===== src/rtl/irrigation_zone_scheduler.sv =====
// Shares one pump among NZONES irrigation zones: urgent-first round-robin grant,
// then valve-open settle, timed pump run, and valve-close settle per zone.
module irrigation_zone_scheduler #(
   parameter int NZONES = 4,
   parameter int ZW     = 2,
   parameter int TIME_W = 7,
   parameter int SETTLE = 3
) (
   input  logic                     clk,
   input  logic                     reset,
   input  logic                     enable,
   input  logic [NZONES-1:0]        req,
   input  logic [NZONES-1:0]        urgent,
   input  logic [NZONES*TIME_W-1:0] water_time,
   output logic [NZONES-1:0]        valve,
   output logic                     pump_on,
   output logic [ZW-1:0]            active_zone,
   output logic [NZONES-1:0]        done,
   output logic [1:0]               state
);
   typedef enum logic [1:0] {
      IDLE  = 2'b00,
      OPEN  = 2'b01,
      WATER = 2'b10,
      CLOSE = 2'b11
   } state_t;

   localparam int SW    = $clog2(SETTLE + 1);
   localparam int CNT_W = (TIME_W > SW) ? TIME_W : SW;
   localparam logic [CNT_W-1:0] SETTLE_M1 = CNT_W'(SETTLE - 1);

   state_t            fsm;
   logic [ZW-1:0]     ptr;
   logic [TIME_W-1:0] t_lat;
   logic [CNT_W-1:0]  cnt;

   logic [TIME_W-1:0] times [NZONES];
   logic [NZONES-1:0] cand;
   logic [ZW-1:0]     winner;
   logic [TIME_W-1:0] win_time;

   function automatic logic [ZW-1:0] wrap_inc(input logic [ZW-1:0] z);
      return (int'(z) == NZONES - 1) ? '0 : z + 1'b1;
   endfunction

   function automatic logic [NZONES-1:0] onehot(input logic [ZW-1:0] z);
      return NZONES'(1) << z;
   endfunction

   // First candidate at or after p, scanning upward with wrap.
   function automatic logic [ZW-1:0] rr_pick(input logic [NZONES-1:0] c,
                                             input logic [ZW-1:0] p);
      logic [ZW-1:0] w;
      logic [ZW-1:0] idx;
      logic          found;
      w     = p;
      idx   = p;
      found = 1'b0;
      for (int i = 0; i < NZONES; i++) begin
         if (!found && c[idx]) begin
            w     = idx;
            found = 1'b1;
         end
         idx = wrap_inc(idx);
      end
      return w;
   endfunction

   for (genvar i = 0; i < NZONES; i++) begin : g_time
      assign times[i] = water_time[i*TIME_W +: TIME_W];
   end

   always_comb begin
      cand     = ((req & urgent) != '0) ? (req & urgent) : req;
      winner   = rr_pick(cand, ptr);
      win_time = times[winner];
   end

   assign state = fsm;

   always_ff @(posedge clk) begin
      if (reset) begin
         fsm         <= IDLE;
         valve       <= '0;
         pump_on     <= 1'b0;
         done        <= '0;
         active_zone <= '0;
         ptr         <= '0;
         t_lat       <= '0;
         cnt         <= '0;
      end else begin
         done <= '0;
         case (fsm)
            IDLE: begin
               if (enable && req != '0) begin
                  active_zone <= winner;
                  t_lat       <= win_time;
                  // A zero duration is served as an immediate skip, no valve cycling.
                  if (win_time == '0) begin
                     done <= onehot(winner);
                     ptr  <= wrap_inc(winner);
                  end else begin
                     valve <= onehot(winner);
                     cnt   <= SETTLE_M1;
                     fsm   <= OPEN;
                  end
               end
            end
            OPEN: begin
               if (!enable) begin
                  fsm <= CLOSE;
                  cnt <= SETTLE_M1;
               end else if (cnt == '0) begin
                  fsm     <= WATER;
                  pump_on <= 1'b1;
                  cnt     <= CNT_W'(t_lat) - 1'b1;
               end else begin
                  cnt <= cnt - 1'b1;
               end
            end
            WATER: begin
               if (!enable || cnt == '0) begin
                  fsm     <= CLOSE;
                  pump_on <= 1'b0;
                  cnt     <= SETTLE_M1;
               end else begin
                  cnt <= cnt - 1'b1;
               end
            end
            CLOSE: begin
               // Closing always runs to completion, even if the window shuts.
               if (cnt == '0) begin
                  fsm   <= IDLE;
                  valve <= '0;
                  done  <= onehot(active_zone);
                  ptr   <= wrap_inc(active_zone);
               end else begin
                  cnt <= cnt - 1'b1;
               end
            end
            default: fsm <= IDLE;
         endcase
      end
   end
endmodule


===== config.mk =====
export PLATFORM = sky130hd
export DESIGN_NAME = irrigation_zone_scheduler
export DESIGN_NICKNAME = d
export VERILOG_FILES = /design/src/rtl/irrigation_zone_scheduler.sv
export SDC_FILE = /design/constraint.sdc
export NUM_CORES = 1
export LEC_CHECK = 0
export BUFFER_PORTS_ARGS = -buffer_cell sky130_fd_sc_hd__buf_2
export CELL_PAD_IN_SITES_DETAIL_PLACEMENT = 0
export CELL_PAD_IN_SITES_GLOBAL_PLACEMENT = 1
export CORE_ASPECT_RATIO = 0.6
export CORE_MARGIN = 1.5
export CORE_UTILIZATION = 46
export CTS_BUF_LIST = sky130_fd_sc_hd__clkbuf_2 sky130_fd_sc_hd__clkbuf_4 sky130_fd_sc_hd__clkbuf_8
export DETAILED_ROUTE_END_ITERATION = 7
export PLACE_DENSITY = 0.95
export SYNTH_ARGS = -nofsm -noshare
export SYNTH_HDL_FRONTEND = slang
export SYNTH_SLANG_ARGS = --single-unit

===== constraint.sdc =====
create_clock -name clk -period 5 [get_ports clk]
set_clock_uncertainty 0.15 [all_clocks]
set_input_delay 1 -clock clk [delete_from_list [all_inputs] [get_ports clk]]
set_output_delay 1 -clock clk [all_outputs]
set_load 0.03 [all_outputs]

==> summary.txt, run 1 <==
Status
  – Run status: completed

STA
  – Slew Viols, Final: 0
  – RSZ-0062 raised after global routing: no
  – Min Tclk post-route: 3.824 ns
  – Crit share post-route: 76.49%
  – Highest clock rate: between 200 and 300 MHz
  – Setup TNS: 0 ns
  – Max_slew headroom: 49.25%
  – Final Setup Violations: 0
  – Final Hold Viols: 0
  – Worst Tran Pin Value: 0.7596 ns

Final layout
  – Finished Cell Area: 0.003113 mm²
  – Final Non-Filler Cells: 461
  – Fin util: 55.36%
  – Commonest non-fill, non-tap cell in the layout: buf_2
  – Ant diodes: 0
  – Most frequent cells in the layout: buf_2 (51), nand2_1 (34), dfxtp_1 (29)
  – Layout net count: 434
  – Layout cells sized above 1: about 23%
  – Layout area overhead: 15.03%

Critical path
  – Req. time, crit path: 5.06 ns
  – R2R depth: 10
  – Worst R2R End: valve[3]$_SDFFE_PP0P_
  – Critical Path Stages: 10
  – Critical-path maximum fanout: 10
  – RR Startpoint: ptr[1]$_SDFFE_PP0P_
  – Bufs and invs on worst path: 0
  – CP Launch Point: ptr[1]$_SDFFE_PP0P_
  – Crit path kind: reg -> reg
  – Setup crit end kind: flop
  – FF-to-FF setup slack: 1.18 ns
  – Max incr delay on CP: around 0.63 ns
  – Crit path cell chain: ha_1 > or2_1 > mux2_4 > nand3_1 > a31o_1 > a21boi_1 > or4b_4 > o31ai_4 > o21a_2 > mux2i_1
  – CP arrival: 3.88 ns
  – Kind of cell adding the most delay to the critical path: simple AND/OR/NAND/NOR gates
  – Setup crit start kind: flop
  – Worst path slowest cell: or4b_4
  – Critical path destination: valve[3]$_SDFFE_PP0P_

Place
  – Placed Area: 0.003012 mm²
  – Placed instance count: 453
  – Port Buffers: 51
  – RePlAce Congestion: 0.9601
  – Hpwl dp: 5908 µm

Clocking
  – CTS Sinks: 29
  – H-tree levels: 2
  – CTS tree: yes
  – Hold_buf cts: 0
  – Setup bufs post-CTS: 0
  – CTS Buf Count: 5
  – Reg clk slew, reported paths: 0.07 ns
  – Clk_lat worst skew: 0.29 ns
  – CTS Buffer Depth: 2
  – Clock root cell: clkbuf_8
  – Resized Gates After CTS: 0

Synth
  – Synth Area per Inst: 8.055 µm²
  – Sequential area share after synthesis: about 21%
  – Synth unique cells: slightly above 70
  – Post-synth EDFFs: 0
  – Yosys Warn Count: 0
  – Synth Register Bits: 29
  – Post-Syn Nets: between 300 and 400
  – Post-Syn Area: between 0.002 and 0.003 mm²
  – Post-Synthesis Cells: between 300 and 400
  – Synth Flop Type: dfxtp_1
  – Asr flop ratio synth: 0%

Min path
  – Hold WC Path Type: reg -> reg

Route
  – Via density: 6.252
  – Starting DRC count in detailed routing: 253
  – Vias: 2882
  – Post-DRT Antenna Nets: 0
  – First-pass DRT Iterations: 6
  – Final wirelength: 7651 µm
  – DRC: 0
  – Drt wl/cell: 16.60 µm

Power and ir drop
  – Combinational power share: between 70 and 80%
  – P per Cell Area: 782.1 mW/mm²
  – Worst ir drop on vdd: 0.0002967 V
  – Clock power share: around 9.0%
  – Leak Pwr: 0.001284 µW
  – Net Switching: 1282 µW
  – Sw Ratio: ~53%
  – Sequential power share: 16.3%
  – Total internal power: 1153 µW

Global routing
  – Initial antenna violation count: 0
  – Number of global-route vias before repair: ~2700
  – Global route overflow: 0
  – GR Util All Layers: 25.41%
  – Met3 Use GR: 5.593%
  – Grt peak-use layer: met1
  – First-pass GRT wire length: between 10000 and 15000 µm
  – Largest net degree at the start of global routing: 22
  – Met2 Usage GRT: 33.94%
  – GRT met1 Usage: 40.06%

Flow run
  – Max_cap viols: 0

Die
  – Num rows: 21
  – IO Pins: 52
  – Initial Util: 48.13%
  – Width of the die: 102.0 µm
  – Die height: 62.42 µm
  – Die area: 0.006368 mm²
  – Core area: 0.005623 mm²
[state kept, by name, summed over array words and instances (netlist names)]
register     count
t_lat            7
state            2
pump_on          1
done             4
valve            4
active_zone      2
cnt              7
ptr              2
[per-stage QoR]
| step | total power [µW] | worst slack [ns] | hold WS (ns) |
|---|---|---|---|
| 3_5_place_dp | 2170 | 1.010 | 0.3001 |
| 5_1_grt | 2643 | 0.9721 | 0.3463 |
| 4_1_cts | 2398 | 1.307 | 0.3172 |
| 6_report | 2435 | 1.176 | 0.3116 |
| 2_1_floorplan | 1770 | 1.272 | 0.2981 |
| 3_3_place_gp | 2133 | 1.163 | 0.2964 |
[per-layer routing]
| layer | up-vias | part of all wire [%] |
|---|---|---|
| li1 | 1378 | - |
| met1 | 1347 | 52 |
| met2 | 147 | 38 |
| met3 | 10 | 8.0 |
| met5 | - | 0 |
| met4 | 0 | 1.0 |
[how the worst min path moves through the flow]
| stage | from | to | slack [ns] | cells past startpoint |
|---|---|---|---|---|
| floorplan | t_lat[6]$_SDFFE_PP0P_ | t_lat[6]$_SDFFE_PP0P_ | 0.30 | 2 |
| global placement | valve[0]$_SDFFE_PP0P_ | valve[0]$_SDFFE_PP0P_ | 0.30 | 2 |
| detailed placement | valve[1]$_SDFFE_PP0P_ | valve[1]$_SDFFE_PP0P_ | 0.30 | 2 |
| CTS | valve[1]$_SDFFE_PP0P_ | valve[1]$_SDFFE_PP0P_ | 0.32 | 2 |
| global route | valve[2]$_SDFFE_PP0P_ | valve[2]$_SDFFE_PP0P_ | 0.35 | 2 |
| finish | valve[1]$_SDFFE_PP0P_ | valve[1]$_SDFFE_PP0P_ | 0.31 | 2 |
[worst reg2reg max path: stages (launching register included)]
cell and delay [ns]:
dfxtp_1 0.50, ha_1 0.37, or2_1 0.36, mux2_4 0.37, nand3_1 0.12, a31o_1 0.19, a21boi_1 0.23, or4b_4 0.63
o31ai_4 0.32, o21a_2 0.26, mux2i_1 0.24
[final cells by class]
type,count,area (µm²)
Clock buffer,7,96.34
Clock inverter,1,5.005
Fill cell,537,2510
Inverter,15,56.30
Multi-Input combinational cell,275,1997
Sequential cell,29,580.6
Tap cell,80,100.1
Timing Repair Buffer,54,277.8
[Yosys cell counts, types with 4 or more instances]
master	instances	area share, %
nand2_1	34	4.7
dfxtp_1	29	21
nor2_1	22	3.1
a21oi_1	19	3.5
ha_1	15	6.9
inv_1	15	2.1
nor3_1	15	2.8
mux2i_1	12	4.4
a211o_1	9	2.9
a32o_1	9	3.3
clkbuf_1	9	1.2
nand3b_1	9	2.5
a211oi_1	8	2.2
o21ai_0	8	1.5
o31a_1	8	2.6
nand3_1	6	1.1
a31oi_1	5	1.2
buf_2	5	0.92
a22oi_1	4	1.1
nor2b_1	4	0.92
nor4_1	4	0.92
o2111a_1	4	1.7
o21ba_2	4	1.5
o22ai_1	4	0.92
xnor2_1	4	1.3
[power groups by stage]
stage / clock, µW / sequential [µW] / combinational [µW]
2_1_floorplan: 0 / 448 / 1320
3_3_place_gp: 0 / 394 / 1740
3_5_place_dp: 0 / 400 / 1770
4_1_cts: 220 / 395 / 1780
5_1_grt: 232 / 408 / 2000
6_report: 219 / 396 / 1820
[cells by family after synthesis]
kind of cell | after synthesis | share of synthesized area [%]
simple gates | 121 | 23.58
compound gates | 118 | 35.41
buf+inv | 32 | 4.946
flops | 29 | 21.45
fa+ha+maj | 15 | 6.935
mux | 14 | 5.409
xor+xnor | 7 | 2.265
Note: power is estimated with default switching activity, not from simulation.
==> inputs of run 2 (changes only) <==
- CORE_UTILIZATION: 46 -> 38
- PLACE_DENSITY: 0.95 -> 0.88
- clock period: 5 -> 3.1 ns (I/O delays scaled with it)
==> run 2 against run 1 <==
  * The run now ends with DRC, setup timing left
  * Routed wire length is 16% higher
  * Worst hold slack lost 0.0055 ns
  * Combinational power rose by 130%
  * Critical path depth is the same
  * Via count rose by 7.8%
  * Sequential power grew 63%
  * Final cell count increased by 14%
  * Sequential cell count is the same
  * Register-to-register slack got worse by 1.3 ns
  * First-iteration DRC count down 8.3%
  * Sequential share of layout area fell by 3.4 points
  * Largest cell class unchanged
  * Largest power group unchanged
  * Highest routed layer unchanged
==> summary.txt, run 2 (synthesis results as in run 1) <==
Final layout
  – Ant diodes: 0
  – Layout cells sized above 1: 39.86%
  – Finished Cell Area: 0.003827 mm²
  – Most frequent cells in the layout: buf_4 (54), buf_2 (50), nand2_1 (34)
  – Register area: 585.6 µm²
  – Top Registers: cnt x7, t_lat x7
  – Layout net count: between 400 and 500
  – Commonest non-fill, non-tap cell in the layout: buf_4
  – Area of the multi-input gates: ~0.0022 mm²
  – Fillers: 630
  – Layout area overhead: 41.42%

Status
  – Failing checks: DRC, setup timing
  – Run status: complete, but fails checks

Die
  – Initial Util: between 30% and 40%
  – Die area: 0.007654 mm²
  – Die height: just under 70 µm
  – IO Pins: 52
  – Num rows: 23
  – Width of the die: 112.0 µm
  – Core area: ~0.0068 mm²

Clocking
  – CTS tree: yes
  – Reg clk slew, reported paths: 0.07 ns
  – CTS Sinks: 29
  – Hold_buf cts: 0
  – CTS Buf Count: 5
  – CTS Buffer Depth: 2
  – H-tree levels: 2
  – Clk_lat worst skew: 0.28 ns
  – Clock root cell: clkbuf_8

Min path
  – Hold WC Path Type: reg -> reg

Route
  – Post-DRT Antenna Nets: 0
  – Drt wl/cell: 16.89 µm
  – First-pass DRT Iterations: 8
  – Starting DRC count in detailed routing: 232
  – Via density: about 6
  – Vias: roughly 3100
  – Final wirelength: 8882 µm
  – DRC: 4

STA
  – Max_slew headroom: roughly two thirds
  – Hold slack: 0.3061 ns
  – Highest clock rate: 312.9 MHz
  – Final Setup Violations: 14
  – Final Hold Viols: 0
  – RSZ-0062 raised after global routing: yes
  – Worst Tran Pin Value: 0.5054 ns
  – Min Tclk post-route: 3.196 ns
  – Final setup margin: -0.09618 ns
  – Slew Viols, Final: 0
  – Crit share post-route: 103.1%
  – Setup TNS: -0.7676 ns

Power and ir drop
  – Leak Pwr: 0.001610 µW
  – P per Cell Area: 1332 mW/mm²
  – Worst ir drop on vdd: 0.0005367 V
  – Power, Total: between 5000 and 6000 µW

Critical path
  – Bufs and invs on worst path: 1
  – Req. time, crit path: 3.15 ns
  – Kind of cell adding the most delay to the critical path: compound AO/OA/AOI/OAI gates
  – CP arrival: 3.24 ns
  – Crit path kind: in -> reg
  – Crit path cell chain: buf_2 > a22oi_2 > a31oi_1 > nand2b_1 > a31o_1 > o2111a_1 > or4b_4 > o31ai_4 > o21ai_2 > a221oi_2
  – Setup crit end kind: flop
  – Critical-path maximum fanout: 6
  – Worst path slowest cell: or4b_4
  – Setup crit start kind: input pin
  – Max incr delay on CP: 0.57 ns

Flow run
  – Max_cap viols: 0

Global routing
  – First-pass GRT wire length: 13630 µm
  – Initial antenna violation count: 0
  – Global route overflow: 0
  – GR Util All Layers: between 20% and 30%
  – Largest net degree at the start of global routing: 22
  – Number of global-route vias before repair: ~2800

Place
  – Placed Area: 0.003402 mm²
  – RePlAce Congestion: approximately 0.90
  – Hpwl dp: 6623 µm
  – Port Buffers: 51
==> run 2: where the power goes <==
part           switching, µW  internal, µW  leakage (µW)
logic                   2210          1890       0.00132
registers                131           513      0.000238
clock network            151           200     0.0000542
==> run 2: worst reg2reg max path, delay by kind of cell, from the launching register on <==
kind	cells	cell delay (ns)
compound gates	6	1.49
fa+ha+maj	1	0.16
flops	1	0.36
simple gates	3	0.94
==> run 2: worst paths after layout <==
path / start / end / slack [ns] / depth (start not counted)
max: req[0] / state[0]$_SDFFE_PP0P_ / -0.1 / 10
min: valve[0]$_SDFFE_PP0P_ / valve[0]$_SDFFE_PP0P_ / 0.31 / 2
max reg2reg: ptr[0]$_SDFFE_PP0P_ / state[0]$_SDFFE_PP0P_ / -0.09 / 10
min reg2reg: valve[0]$_SDFFE_PP0P_ / valve[0]$_SDFFE_PP0P_ / 0.31 / 2
==> run 2: cell type report <==
class / instances / share of cell area (%)
clock buffers: 7 / 2.517
inverters: 15 / 1.471
well taps: 87 / 2.844
clock inverters: 1 / 0.1308
multi-input cells: 275 / 58.45
flip-flops and latches: 29 / 15.30
repair buffers: 112 / 19.29
==> run 2: what timing repair did <==
action,4_1_cts,5_1_grt
setup buffers,2,9
endpoints found under the setup margin,18,26
resized for setup,17,32
cloned,0,1
pin swaps,15,25
==> run 2: metal layers <==
layer	up-vias	track usage (%)	part of all wire (%)
li1	1503	-	-
met4	0	5.380	0.71
met1	1475	33.23	52
met5	-	0	0
met3	8	5.492	7.2
met2	121	33.64	40
==> run 2: stage by stage <==
stage	cells	setup WS [ns]	utilization [%]
6_report	526	-0.09618	56.36
5_1_grt	526	-0.2009	56.36
4_1_cts	516	-0.04964	52.82
3_5_place_dp	506	-0.4127	50.09
3_3_place_gp	506	-0.4766	50.09
2_1_floorplan	336	-0.01857	-
==> inputs of run 3 (changes only) <==
- PLACE_DENSITY: 0.88 -> unset
- PLACE_DENSITY_LB_ADDON: unset -> 0.1
==> run 3 against run 2 <==
  * The run still ends with DRC, setup timing left
  * Die area stayed put
  * Clock power is 11% lower
  * Sequential cell count stayed put
  * Non-clock buffer count is 9 lower
  * Setup slack worse by 0.032 ns
  * Final cell count is 1.7% lower
  * Via count is 2.4% lower
  * Count of clock-buffer cells in the layout is 2 lower
==> summary.txt, run 3 (synthesis results as in run 1) <==
Status
  – Run status: complete, but fails checks
  – Failing checks: DRC, setup timing

STA
  – Min Tclk post-route: 3.228 ns
  – Final setup margin: -0.1279 ns
  – Worst Tran Pin Value: 0.4922 ns
  – Hold slack: approximately 0.3 ns
  – Max_slew headroom: 67.15%
  – Final Setup Violations: 24
  – Highest clock rate: 309.8 MHz
  – Crit share post-route: 104.1%
  – Slew Viols, Final: 0
  – Final Hold Viols: 0
  – RSZ-0062 raised after global routing: yes

Critical path
  – Setup crit start kind: flop
  – Setup crit end kind: flop
  – FF-to-FF setup slack: -0.13 ns
  – Crit path kind: reg -> reg
  – CP arrival: around 3.3 ns
  – Worst R2R End: valve[2]$_SDFFE_PP0P_
  – Req. time, crit path: 3.17 ns
  – R2R depth: 12
  – CP Launch Point: ptr[0]$_SDFFE_PP0P_
  – Critical-path maximum fanout: 6
  – RR Startpoint: ptr[0]$_SDFFE_PP0P_

Route
  – Vias: 3033
  – Starting DRC count in detailed routing: 264
  – Post-DRT Antenna Nets: 0
  – First-pass DRT Iterations: 8
  – DRC: 4
  – Drt wl/cell: 17.23 µm
  – Final wirelength: 8909 µm
  – Via density: just under 6

Die
  – Num rows: 23
  – Width of the die: 112.0 µm
  – IO Pins: 52
  – Die area: 0.007654 mm²
  – Core area: 0.006792 mm²
  – Initial Util: 39.85%
  – Die height: 68.37 µm

Clocking
  – Hold_buf cts: 0
  – CTS Buf Count: 5
  – Reg clk slew, reported paths: ~0.080 ns
  – CTS tree: yes
  – CTS Buffer Depth: 2
  – Clock root cell: clkbuf_8
  – H-tree levels: 2
  – CTS Sinks: 29
  – Clk_lat worst skew: 0.29 ns

Min path
  – Hold Crit Start: valve[0]$_SDFFE_PP0P_
  – Min-Delay Path Depth: 2
  – Hold WC Path Type: reg -> reg
  – Hold path endpoint: valve[0]$_SDFFE_PP0P_

Place
  – Placed instance count: 500
  – Port Buffers: 51
  – RePlAce Congestion: 0.9042
  – Placed Area: 0.003357 mm²
  – Hpwl dp: 6749 µm

Final layout
  – Top Registers: cnt x7, t_lat x7
  – Finished Cell Area: 0.003621 mm²
  – Ant diodes: 0
  – Most frequent cells in the layout: buf_2 (51), buf_4 (49), nand2_1 (34)
  – Layout area overhead: 33.80%
  – Layout cells sized above 1: 35.58%
  – Layout net count: 483
  – Commonest non-fill, non-tap cell in the layout: buf_2
  – Fin util: 53.32%
  – Final Non-Filler Cells: 517

Global routing
  – Largest net degree at the start of global routing: 22
  – First-pass GRT wire length: 13890 µm
  – GR Util All Layers: 23.57%
  – Number of global-route vias before repair: 2768
  – Initial antenna violation count: 0
  – Global route overflow: 0

Power and ir drop
  – Leak Pwr: 0.001532 µW
  – P per Cell Area: 1311 mW/mm²
  – Worst ir drop on vdd: ~0.00043 V

Flow run
  – Max_cap viols: 0
[run 3: cell types whose count changed in the layout (fill, tap and decap cells not counted), moves of 3 or more]
cell | before | now
a211oi_1 | 3 | 8
a211oi_2 | 5 | 0
buf_4 | 54 | 49
buf_6 | 6 | 3
nor3_4 | 4 | 1
[run 3: layout make-up]
class                      count  area, µm²
tap                           87      108.9
clock buffer                   5      68.82
timing repair buffer         103      656.9
inverter                      15      56.30
sequential                    29      585.6
fill                         666       3171
clock inverter                 3      17.52
multi-input combinational    275       2127
[run 3: layer usage]
layer,share of wire (%),GRT usage (%),wire (µm),vias up
met5,0,0,0,-
met3,7.7,5.580,689,4
met2,38,35.42,3421,125
met4,0.44,4.114,39,0
li1,-,-,-,1486
met1,53,34.59,4759,1418
[run 3: repair_timing]
action                     in CTS  in global routing
buffers inserted                7                  2
gates resized for setup        16                  6
pin swaps                      12                 16
setup endpoints to repair      25                 27
[run 3: critical path, cell delays in order (launching register included)]
cell and delay (ns):
dfxtp_4 0.38, ha_4 0.13, buf_6 0.12, nor3_2 0.04, o211ai_1 0.36, nand4_1 0.29
and2_4 0.27, o311ai_2 0.29, buf_4 0.19, a31oi_4 0.10, o31ai_4 0.38, o21a_4 0.25
mux2i_1 0.20
[run 3: worst max-delay path by stage]
stage,slack [ns],endpoint,cells after the start
floorplan,-0.02,ptr[1]$_SDFFE_PP0P_,13
global placement,-0.29,ptr[1]$_SDFFE_PP0P_,12
detailed placement,-0.33,valve[3]$_SDFFE_PP0P_,12
CTS,-0.03,valve[3]$_SDFFE_PP0P_,10
global route,-0.27,valve[2]$_SDFFE_PP0P_,10
finish,-0.13,valve[2]$_SDFFE_PP0P_,12
[run 3: through the flow]
stage	setup slack, ns	total power (µW)	TNS [ns]
2_1_floorplan	-0.01857	2942	-0.02494
3_3_place_gp	-0.2937	4066	-6.295
3_5_place_dp	-0.3305	4078	-7.130
4_1_cts	-0.03126	4612	-0.1469
5_1_grt	-0.2680	5118	-5.688
6_report	-0.1279	4746	-1.380
[run 3: where the power goes]
group | internal, µW | total [µW] | switching [µW]
sequential | 513 | 654 | 141
combinational | 1730 | 3780 | 2050
clock | 155 | 313 | 159
total | 2400 | 4750 | 2350
